[src/rtl/onehot_regfile.sv]
// DEPTH x WIDTH register file with one-hot addressing, registered read/write-through,
// illegal-address flagging and a sequential checksum scan over all entries.
module onehot_regfile #(
  parameter int WIDTH = 8,
  parameter int DEPTH = 8,
  parameter logic [DEPTH*WIDTH-1:0] INIT = 64'hAA02_28FF_F00F_CC33
) (
  input  logic             clk,
  input  logic             rst_n,
  input  logic             en,
  input  logic             we,
  input  logic [DEPTH-1:0] address,
  input  logic [WIDTH-1:0] wdata,
  output logic [WIDTH-1:0] data,
  output logic             valid,
  output logic             addr_err,
  input  logic             scan_start,
  output logic             scan_busy,
  output logic             scan_done,
  output logic [WIDTH-1:0] checksum
);

  localparam int IDX_W = $clog2(DEPTH);
  localparam logic [DEPTH-1:0] ADDR_ONE = {{(DEPTH-1){1'b0}}, 1'b1};

  typedef enum logic [1:0] {IDLE, SCAN, DONE} state_t;

  state_t            state_reg, state_next;
  logic [WIDTH-1:0]  mem_reg [DEPTH];
  logic [IDX_W-1:0]  idx_reg;
  logic [IDX_W-1:0]  sel_idx;
  logic              legal;
  logic              port_go;
  logic              last_idx;
  logic [DEPTH-1:0]  wr_en;

  // Exactly one bit set: nonzero and clearing the lowest set bit leaves nothing.
  assign legal    = (address != '0) && ((address & (address - ADDR_ONE)) == '0);
  assign port_go  = (state_reg == IDLE) && en && legal;
  assign last_idx = (idx_reg == IDX_W'(DEPTH - 1));

  always_comb begin
    sel_idx = '0;
    for (int i = 0; i < DEPTH; i++) begin
      if (address[DEPTH-1-i]) sel_idx = IDX_W'(i);
    end
  end

  generate
    for (genvar gi = 0; gi < DEPTH; gi++) begin : g_wr
      assign wr_en[gi] = port_go && we && address[DEPTH-1-gi];
    end
  endgenerate

  always_comb begin
    state_next = state_reg;
    case (state_reg)
      IDLE:    if (scan_start) state_next = SCAN;
      SCAN:    if (last_idx) state_next = DONE;
      DONE:    state_next = IDLE;
      default: state_next = IDLE;
    endcase
  end

  always_ff @(posedge clk or negedge rst_n) begin
    if (!rst_n) state_reg <= IDLE;
    else        state_reg <= state_next;
  end

  always_ff @(posedge clk or negedge rst_n) begin
    if (!rst_n) begin
      for (int i = 0; i < DEPTH; i++) mem_reg[i] <= INIT[(DEPTH-1-i)*WIDTH +: WIDTH];
      data      <= '0;
      valid     <= 1'b0;
      addr_err  <= 1'b0;
      scan_busy <= 1'b0;
      scan_done <= 1'b0;
      checksum  <= '0;
      idx_reg   <= '0;
    end else begin
      for (int i = 0; i < DEPTH; i++) begin
        if (wr_en[i]) mem_reg[i] <= wdata;
      end

      data     <= '0;
      valid    <= 1'b0;
      addr_err <= 1'b0;
      if (state_reg == IDLE && en) begin
        if (legal) begin
          valid <= 1'b1;
          data  <= we ? wdata : mem_reg[sel_idx];
        end else begin
          addr_err <= 1'b1;
        end
      end

      // Scan reads one entry per cycle; port writes are blocked while it runs.
      case (state_reg)
        IDLE: if (scan_start) begin
          idx_reg   <= '0;
          checksum  <= '0;
          scan_busy <= 1'b1;
        end
        SCAN: begin
          checksum <= checksum + mem_reg[idx_reg];
          if (last_idx) begin
            scan_busy <= 1'b0;
            scan_done <= 1'b1;
          end else begin
            idx_reg <= idx_reg + 1'b1;
          end
        end
        DONE:    scan_done <= 1'b0;
        default: scan_done <= 1'b0;
      endcase
    end
  end

endmodule

[config.mk]
export PLATFORM = sky130hd
export DESIGN_NAME = onehot_regfile
export DESIGN_NICKNAME = d
export VERILOG_FILES = /design/src/rtl/onehot_regfile.sv
export SDC_FILE = /design/constraint.sdc
export NUM_CORES = 1
export LEC_CHECK = 0
export ABC_AREA = 1
export CAP_MARGIN = 25
export CORE_MARGIN = 4
export CORE_UTILIZATION = 60
export CTS_BUF_LIST = sky130_fd_sc_hd__clkbuf_4 sky130_fd_sc_hd__clkbuf_8 sky130_fd_sc_hd__clkbuf_16
export DETAILED_ROUTE_END_ITERATION = 16
export DONT_BUFFER_PORTS = 1
export PLACE_DENSITY = 0.76
export SLEW_MARGIN = 10
export SYNTH_ARGS = -nofsm -noshare
export SYNTH_HDL_FRONTEND = slang
export SYNTH_SLANG_ARGS = --single-unit
[constraint.sdc]
create_clock -name clk -period 2.77 [get_ports clk]
set_input_delay 0.554 -clock clk [delete_from_list [all_inputs] [get_ports clk]]
set_output_delay 0.554 -clock clk [all_outputs]
set_load 0.01 [all_outputs]
Word level (Yosys, flattened, before mapping):

Index checks and enable logic that the tools add are counted.

* register bits after elaboration: 89
* bits of input ports: 21
* output and inout bits: 20
* word-level logic and storage cells: 84

* $add $sub $neg: 3
* order comparisons: 2
* equality and inequality tests: 5
* multiplexer cells: 33
* bitwise operators: 4
* reduce and logical (&&, ||, !) cells: 21

Operators by type and width (count)
* 8-bit two-way mux: 8
* 8-bit binary-select mux with 3-bit select: 2
* 3-bit two-way mux: 6
* 8-bit one-hot mux with 2 select lines: 1
* 1-bit logical AND: 12
* 8-bit adder: 1
* 8-bit bitwise AND: 1
* 4-bit >= comparator, second input constant: 2
* 8-bit logical NOT: 1
* 1-bit two-way mux: 8
* 2-bit two-way mux: 4
* 3-bit NOT with 4-bit output: 2
* 8-bit nonzero test: 1
* 8-bit by 1-bit subtractor with 8-bit output, second input constant: 1
* 2-bit inequality test, second input constant: 3
* 3-bit one-hot mux with 2 select lines: 1
* 2-bit AND reduction: 3
* 3-bit AND reduction: 2
* 1-bit one-hot mux with 2 select lines: 2
* 2-bit one-hot mux with 2 select lines: 1
* 3-bit by 1-bit adder with 3-bit output, second input constant: 1
* 3-bit equality test, second input constant: 1
* 2-bit by 1-bit equality test with 1-bit output, second input constant: 1
* 2-bit logical NOT: 1
* 2 further kinds: 2

Longest topological paths before layout:

Gate-level depths: netlist of run 1.

* depth in word-level cells: 14
* mapped depth: 18

Least setup slack after synthesis of run 1:

OpenSTA, ideal clock, no wires.

* path kind: register -> register
* start: register idx_reg[1]
* end: register checksum[6]
* library setup time: 127 ps
* data arrival time: 2359 ps
* path slack: 284 ps
* stages on the path, launching flop included: 19
* period minus slack after synthesis: 2486 ps
* cell sequence: dfrtp_1 > clkbuf_1 > inv_1 > clkbuf_1 > nor2_1 > o21ai_0 > a31oi_1 > ha_1 > fa_1 > nand2_1 > inv_1 > o21ai_0 > nand2_1 > nand2_1 > nand2_1 > nand2_1 > nand3_1 > nand2_1 > o21ai_0

* cells in the longest elaborated chain, start to end: 6

RTL lines
* start: declaration: line 30 `logic [IDX_W-1:0] idx_reg;`
* start signal: assignment: line 110 `idx_reg <= idx_reg + 1'b1;`
* 3-bit NOT with 4-bit output (not written as such): line 105 `checksum <= checksum + mem_reg[idx_reg];`
* 8-bit binary-select mux with 3-bit select: line 105
* 8-bit two-way mux (not written as such) (2 in series): line 105
* 8-bit adder: line 105
* 8-bit one-hot mux with 2 select lines: line 98 `case (state_reg)`
* end signal: assignment: line 105
* end: declaration: line 20 `output logic [WIDTH-1:0] checksum`

No other way between the ends. The select of a mux whose other input is x is not followed.
A chain may end at the register's enable or synchronous reset.

Final worst setup path of run 1:

* start: register idx_reg[0]
* end: register checksum[6]

Same word-level chain as after synthesis.

==> results of run 1 <==
-- metrics by stage --
step | power (W) | instances | cell area (um2) | hold slack, ns
6_report | 0.00449 | 822 | 5540 | 0.0314
5_1_grt | 0.00481 | 822 | 5540 | 0.0152
4_1_cts | 0.00442 | 818 | 5510 | 0.0247
3_5_place_dp | 0.00342 | 801 | 5260 | 0.261
3_3_place_gp | 0.00337 | 801 | 5260 | 0.260
2_1_floorplan | 0.00294 | 726 | 5180 | 0.258
-- worst min-delay path by stage --
stage	from	end	slack [ns]	cells after the start
global route	rst_n	mem_reg[57]	0.02	0
finish	rst_n	mem_reg[10]	0.03	0
detailed placement	rst_n	checksum[6]	0.26	0
global placement	rst_n	checksum[6]	0.26	0
CTS	rst_n	mem_reg[49]	0.02	0
floorplan	rst_n	addr_err	0.26	0
-- where the power goes --
group | switching, W | internal, W | leakage, nW
clock network | 0.000469 | 0.000529 | 0.110
registers | 0.000214 | 0.00146 | 1.10
logic | 0.00114 | 0.000679 | 1.61
-- critical path, delay by kind of cell (launching register included) --
family,cells,cell delay (ns)
simple gates,8,0.59
buf+inv,2,0.24
flops,1,0.42
compound gates,5,0.50
fa+ha+maj,2,0.63
-- final cells by class --
cell class                      instances  area [um2]  share of cell area
Clock buffer                           11         139              0.0251
Clock inverter                          5        81.3              0.0147
Inverter                               41         158              0.0285
Multi-Input combinational cell        551        2570               0.464
Sequential cell                        89        2270               0.409
Tap cell                              105         131              0.0237
Timing Repair Buffer                   20         195              0.0352
-- repair_timing --
item                                    in CTS  in global routing
endpoints found under the setup margin       0                  1
resized for setup                            0                  3
hold buffers                                 1                  0
setup buffers                                0                  4
endpoints found under the hold margin       58                  0
-- cells by family (layout without fill, tap and decap cells) --
group,after synthesis,after routing,synth area share
simple gates,467,467,0.392
flops,89,89,0.437
buf+inv,86,77,0.0669
compound gates,74,74,0.0780
fa+ha+maj,10,10,0.0256
-- per-layer routing --
layer,global-route usage,routed length (um),up-vias
met5,0,0,-
li1,-,-,2346
met4,0.120,556,0
met3,0.0616,1900,41
met1,0.494,6870,2314
met2,0.487,6950,317
-- Yosys cell counts (all sizes together) --
cell type	instances	area share
buf	14	0.015
clkinv	2	0.0014
a22o	2	0.0034
dfstp	31	0.16
o211ai	2	0.0029
a21oi	9	0.0087
fa	1	0.0039
o22ai	8	0.0097
clkbuf	31	0.022
nand3	159	0.15
a31oi	7	0.0084
dfrtp	58	0.28
nor2	84	0.066
inv	39	0.028
o31ai	1	0.0014
nand2	224	0.17
o21ai	45	0.043
ha	9	0.022
==> results.json, run 1 <==
{
  "outcome": "completed",
  "tritoncts": "built",
  "io_buffers": 0,
  "fin_crit_sh": 0.901,
  "cts_buffer_depth": 2,
  "worst_slack_ns": 0.274,
  "pre_cts_slack_ns": 0.243,
  "final_core_util": 0.668,
  "dr_total_vias": 5018,
  "dieArea_um2": 10200,
  "cpMostUsedCell": "nand2_1",
  "critPathMaxStageDelay_ns": 0.42,
  "overflow": 0,
  "area_growth_pct": 6.90,
  "worstPathCellList": "buf_4 -> o21ai_0 -> o22ai_1 -> nor2_1 -> a31oi_1 -> ha_1 -> fa_1 -> nand2_1 -> inv_1 -> o21ai_1 -> nand2_1 -> nand2_1 -> nand2_1 -> nand2_1 -> nand3_1 -> nand2_1 -> o21ai_0",
  "synthCells": 726,
  "grt_start_max_net_pins": 59,
  "skew_ns": 0.0119,
  "die_y_um": 101,
  "coreArea_um2": 8300,
  "mostFrequentLayoutCells": "nand2_1 (217), nand3_1 (159), nor2_1 (80)",
  "clk_latency_ns": 0.36,
  "ir_drop_v": 0.000369,
  "postSynthAreaPerCell_um2": 7.14,
  "gr-usage-all-layers": 0.333,
  "wl_per_cell_um": 19.8,
  "numCtsBuffers": 9,
  "syn_area_um2": 5180,
  "worstMarginPinSlew_ns": 0.627,
  "r2r-end": "checksum[6]",
  "initial_core_util": 0.624,
  "fin_crit_ns": 2.50,
  "reg2reg_depth": 17,
  "crit_type": "reg -> reg",
  "viasPerCell": 6.10,
  "maxClockFrequency_mhz": 401,
  "hp-class": "in -> async",
  "clock-sinks": 89,
  "drive_above_1_share": 0.113,
  "std_cell_rows": 33,
  "arrival_ns": 2.74,
  "cp-end-kind": "register",
  "cap_violations": 0,
  "antenna_cells": 0,
  "synth_fp_nets": 757,
  "startpoint": "idx_reg[0]",
  "largest_reg_flops": 64,
  "nets": 743,
  "hold_viol": 0,
  "place.detailed.hpwl_um": 11400,
  "slew_headroom": 0.582,
  "grt_antenna_before_repair": 0,
  "ys_warn_count": 0,
  "h-tree-depth": 3,
  "final_common_cell": "nand2_1",
  "ys_seq_elements": 89,
  "final_max_slew_viol_count": 0,
  "drt_wl_total_um": 16300,
  "synth_cell_type_count": 25,
  "drc": 0,
  "antenna_left": 0,
  "critPathSlowestCell": "dfrtp_1",
  "setup_viol": 0,
  "grt_pass1_vias": 4675,
  "drt_iter0_markers": 544,
  "ys_seq_area_frac": 0.437,
  "cp_max_fo": 11,
  "r2r_start": "idx_reg[0]",
  "n_fill_cell": 751,
  "leakage_nw": 2.82,
  "cts_root_buffer": "clkbuf_8",
  "dr.pass1.iters": 6,
  "ff2ff_setup_slack_ns": 0.27,
  "tns_ns": 0,
  "worst_ep_required_time_ns": 3.01,
  "ioPinCount": 41,
  "routabilityCongestion": 0.988,
  "grt_setup_unrepaired": "no",
  "clk_pin_slew_ns": 0.09,
  "p_per_area_nw_per_um2": 811,
  "endpoint": "checksum[6]",
  "die_w_um": 101,
  "cp-start-kind": "register",
  "grt_pass1_wl_um": 25800
}
Note: power is estimated with default switching activity, not from simulation.
==> run 2: changes to the inputs <==
ABC_CLOCK_PERIOD_IN_PS = 2770   (was default)
CORE_UTILIZATION = 35   (was 60)
PLACE_DENSITY = 0.49   (was 0.76)
SLEW_MARGIN = default   (was 10)
==> run 2 against run 1 <==
- combinational power about the same
- clock-buffer cell count shrank 1
- die area grew 65%
- clock power up 27%
- final area is 4.2% higher
- clock skew fell by 0.0037 ns
- sequential share of layout area decreased by 1.7 points
- worst hold slack better by 0.011 ns
- sequential cell count unchanged
- fmax is 0.51% lower
- final cell count rose by 9.9%
- critical endpoint is now checksum[7]
==> results.json, run 2 (synthesized netlist as in run 1, its figures left out) <==
{
  "cpMostUsedCell": "o21ai_0",
  "cp-end-kind": "register",
  "setup_viol": 0,
  "crit_type": "reg -> reg",
  "path_buf_inv": 2,
  "cts_setup_buffers": 0,
  "ioPinCount": 41,
  "leakage_nw": 2.89,
  "skew_ns": 0.00815,
  "clock-sinks": 89,
  "antenna_cells": 0,
  "largest_reg_flops": 64,
  "outcome": "completed",
  "dr.pass1.iters": 5,
  "p_per_area_nw_per_um2": 821,
  "hold-worst-slack_ns": 0.0424,
  "drt_wl_total_um": 18100,
  "final_common_cell": "nand2_1",
  "cap_violations": 0,
  "drt_iter0_markers": 533,
  "coreArea_um2": 14500,
  "final_core_util": 0.397,
  "viasPerCell": 5.46,
  "clk_latency_ns": 0.35,
  "numCtsBuffers": 9,
  "area_growth_pct": 11.4,
  "worst_ep_required_time_ns": 3.04,
  "fin_crit_sh": 0.906,
  "mostFrequentLayoutCells": "nand2_1 (217), nand3_1 (159), nor2_1 (80)",
  "drive_above_1_share": 0.118,
  "wl_per_cell_um": 20.0,
  "gr-usage-all-layers": 0.226,
  "initial_core_util": 0.357,
  "hold_viol": 0,
  "final_max_slew_viol_count": 0,
  "hp-class": "in -> async",
  "tns_ns": 0,
  "antenna_left": 0,
  "regArea_um2": 2270,
  "place.detailed.hpwl_um": 12400,
  "grt_start_max_net_pins": 59,
  "dr_total_vias": 4933,
  "slew_headroom": 0.562,
  "grt_setup_unrepaired": "no",
  "tritoncts": "built",
  "arrival_ns": 2.78,
  "routabilityCongestion": 0.912,
  "std_cell_rows": 44,
  "grt_pass1_vias": 4746,
  "multiInputGateArea_um2": 2580,
  "nets": 745,
  "n_fill_cell": 1552,
  "grt_pass1_wl_um": 28500,
  "io_buffers": 0,
  "die_w_um": 130,
  "critPathMaxStageDelay_ns": 0.43,
  "cts_buffer_depth": 2,
  "critPathSlowestCell": "dfrtp_1",
  "die_y_um": 130,
  "h-tree-depth": 3,
  "worstPathCellList": "inv_1 -> buf_4 -> o21ai_0 -> o22ai_1 -> nor2_1 -> a31oi_1 -> ha_1 -> a21oi_1 -> o21ai_0 -> a21oi_1 -> nor2_1 -> o21ai_0",
  "critPathTopFamily": "compound AO/OA/AOI/OAI gates",
  "worstMarginPinSlew_ns": 0.657,
  "cp-start-kind": "register",
  "drc": 0,
  "grt_antenna_before_repair": 0,
  "ir_drop_v": 0.000314,
  "maxClockFrequency_mhz": 399,
  "overflow": 0,
  "fin_crit_ns": 2.51,
  "cts_root_buffer": "clkbuf_16",
  "cp_max_fo": 16,
  "clk_pin_slew_ns": 0.07,
  "dieArea_um2": 16800
}
run 2: changes by cell type in the layout (fill, tap and decap cells not counted), moves of 2 or more:
cell	delta
clkbuf_16	+9
clkbuf_8	-8
a31oi_1	-2
a31oi_2	+2
buf_12	+2
clkbuf_4	-2
clkinvlp_4	-2
run 2: report_power, final:
group          internal, W  leakage, nW  switching [W]
registers          0.00146         1.10       0.000189
clock network     0.000727        0.153       0.000545
logic             0.000702         1.64        0.00112
run 2: repair_timing:
action	in CTS	in global routing
hold buffers	1	0
hold endpoints to repair	58	0
resized for setup	0	4
setup endpoints to repair	0	1
run 2: worst paths after layout:
| kind | startpoint | endpoint | slack, ns | depth (start not counted) |
|---|---|---|---|---|
| setup / recovery | idx_reg[0] | checksum[7] | 0.26 | 12 |
| hold / removal | rst_n | mem_reg[32] | 0.04 | 0 |
| setup reg to reg | idx_reg[0] | checksum[7] | 0.26 | 12 |
| hold reg to reg | mem_reg[14] | mem_reg[14] | 0.47 | 2 |
| max in group asynchronous | rst_n | mem_reg[62] | 2.39 | 1 |
| min in group clk | address[3] | mem_reg[29] | 0.31 | 2 |
run 2: cell type report:
cell class,instances,area share
inverters,41,0.0266
clock inverters,6,0.0115
well taps,184,0.0399
repair buffers,22,0.0407
multi-input cells,551,0.448
flip-flops and latches,89,0.392
clock buffers,10,0.0414
run 2: stage by stage:
stage	instances	power, W	setup slack (ns)	area, um2
global placement	886	0.00343	0.231	5430
global route	903	0.00514	0.00131	5780
finish	903	0.00474	0.261	5780
floorplan	726	0.00294	0.284	5180
detailed placement	886	0.00345	0.207	5430
CTS	903	0.00476	0.219	5760
run 2: metal layers:
layer / vias up / share of wire / GRT usage / routed length (um)
met1: 2387 / 0.48 / 0.327 / 8590
li1: 2356 / - / - / -
met2: 172 / 0.44 / 0.341 / 7910
met3: 18 / 0.072 / 0.0511 / 1300
met5: - / 0 / 0 / 0
met4: 0 / 0.014 / 0.0605 / 257
==> run 3: changes to the inputs <==
CORE_ASPECT_RATIO = 1.4   (was default)
==> run 3 against run 2 <==
- global-route usage fell by 1.9 points
- clock-buffer cell count fell by 1
- non-clock buffer count did not move
- power barely moved
- clock power rose by 5%
- highest routed layer unchanged
- via count fell by 1.6%
- sequential cell count did not move
- largest cell class unchanged
==> results.json, run 3 (synthesized netlist as in run 1, its figures left out) <==
{
  "outcome": "completed",
  "drt_iter0_markers": 405,
  "die_y_um": 152,
  "grt_pass1_vias": 4683,
  "maxClockFrequency_mhz": 397,
  "die_w_um": 111,
  "cap_violations": 0,
  "crit_type": "reg -> reg",
  "grt_setup_unrepaired": "no",
  "std_cell_rows": 52,
  "clock-sinks": 89,
  "final_area_um2": 5760,
  "p_per_area_nw_per_um2": 824,
  "io_buffers": 0,
  "tritoncts": "built",
  "cpMostUsedCell": "nand2_1",
  "nets": 745,
  "arrival_ns": 2.74,
  "comb_power_share": 0.376,
  "critPathSlowestCell": "dfrtp_1",
  "fin_crit_ns": 2.52,
  "setup_viol": 0,
  "hp-class": "in -> async",
  "dpl-instance-area_um2": 5410,
  "ir_drop_v": 0.000428,
  "worstMarginPinSlew_ns": 0.628,
  "numCtsBuffers": 9,
  "ioPinCount": 41,
  "drc": 0,
  "grt_pass1_wl_um": 27200,
  "antenna_cells": 0,
  "cp-start-kind": "register",
  "clk_pin_slew_ns": 0.06,
  "slew_headroom": 0.581,
  "coreArea_um2": 14500,
  "drive_above_1_share": 0.114,
  "hold_viol": 0,
  "critPathMaxStageDelay_ns": 0.40,
  "dp.cells": 891,
  "antenna_left": 0,
  "fin_crit_sh": 0.908,
  "skew_ns": 0.00865,
  "worst_ep_required_time_ns": 3.00,
  "viasPerCell": 5.35,
  "clkPwrFrac": 0.280,
  "gr-usage-all-layers": 0.207,
  "area_growth_pct": 11.1,
  "largest_reg_flops": 64,
  "cp-end-kind": "register",
  "cts_setup_buffers": 0,
  "mostFrequentLayoutCells": "nand2_1 (217), nand3_1 (159), nor2_1 (80)",
  "tns_ns": 0,
  "leakage_nw": 2.88,
  "routabilityCongestion": 0.904,
  "final_max_slew_viol_count": 0,
  "place.detailed.hpwl_um": 12300,
  "final_cell_count_no_fill": 908,
  "seq_power_share": 0.343,
  "p_switching_w": 0.00182,
  "netSwitchingFraction": 0.383,
  "initial_core_util": 0.357,
  "grt_antenna_before_repair": 0,
  "cts_buffer_depth": 2,
  "final_common_cell": "nand2_1",
  "clk_latency_ns": 0.35,
  "intPower_w": 0.00293,
  "overflow": 0,
  "n_fill_cell": 1480,
  "dieArea_um2": 16800,
  "dr_total_vias": 4856,
  "worstPathCellList": "buf_4 -> o21ai_0 -> o22ai_1 -> nor2_1 -> a31oi_1 -> ha_1 -> fa_1 -> nand2_1 -> inv_1 -> o21ai_0 -> nand2_1 -> nand2_1 -> nand2_1 -> nand2_1 -> nand3_1 -> nand2_1 -> o21ai_0",
  "dr.pass1.iters": 5,
  "drt_wl_total_um": 17100,
  "cts_root_buffer": "clkbuf_16",
  "h-tree-depth": 3,
  "grt_start_max_net_pins": 59,
  "wl_per_cell_um": 18.8,
  "cp_max_fo": 17
}
-- run 3: cell types whose count changed in the layout (fill, tap and decap cells not counted), moves of 2 or more --
cell	delta
a31oi_1	+2
a31oi_2	-2
buf_12	-2
buf_4	+2
-- run 3: area by class of cell --
| cell class | count | area [um2] | share of cell area |
|---|---|---|---|
| clock buffers | 9 | 225 | 0.0391 |
| clock inverters | 7 | 95.1 | 0.0165 |
| inverters | 41 | 154 | 0.0267 |
| multi-input cells | 551 | 2570 | 0.446 |
| flip-flops and latches | 89 | 2270 | 0.394 |
| well taps | 189 | 236 | 0.0411 |
| repair buffers | 22 | 210 | 0.0365 |
-- run 3: routing by layer --
metal / part of all wire / track usage / vias to the layer above
met3: 0.042 / 0.0219 / 27
met1: 0.40 / 0.252 / 2315
li1: - / - / 2353
met2: 0.51 / 0.362 / 161
met4: 0.039 / 0.0998 / 0
met5: 0 / 0 / -
-- run 3: critical path: cells and delay by family, from the launching register on --
kind	cells	cell delay, ns
compound gates	5	0.54
fa+ha+maj	2	0.63
buf+inv	2	0.24
flops	1	0.40
simple gates	8	0.57
-- run 3: power groups by stage --
stage | registers [W] | logic (W) | clock network (W)
final | 0.00163 | 0.00179 | 0.00133
after floorplan | 0.00161 | 0.00132 | 0
after CTS | 0.00163 | 0.00180 | 0.00136
after detailed placement | 0.00166 | 0.00177 | 0
after global placement | 0.00165 | 0.00174 | 0
after global routing | 0.00165 | 0.00205 | 0.00142
-- run 3: path summary, 6_finish.rpt --
| kind | from | to | slack (ns) | cells after the start |
|---|---|---|---|---|
| setup / recovery | idx_reg[0] | checksum[6] | 0.25 | 17 |
| hold / removal | rst_n | mem_reg[35] | 0.05 | 0 |
| setup reg to reg | idx_reg[0] | checksum[6] | 0.25 | 17 |
| hold reg to reg | mem_reg[4] | mem_reg[4] | 0.48 | 2 |
| max in group asynchronous | rst_n | mem_reg[50] | 2.40 | 1 |
| min in group clk | wdata[3] | mem_reg[11] | 0.31 | 2 |
-- run 3: what timing repair did --
item	4_1_cts	5_1_grt
resized for setup	0	0
hold buffers	1	0
endpoints found under the hold margin	58	0
-- run 3: per-stage QoR --
step	utilization	power [W]	setup slack, ns	hold WS, ns
after global placement	0.373	0.00339	0.321	0.262
final	0.397	0.00474	0.254	0.0546
after CTS	0.397	0.00479	0.267	0.0413
after detailed placement	0.373	0.00342	0.288	0.262
after floorplan	-	0.00294	0.284	0.258
after global routing	0.397	0.00512	0.00571	0.0384
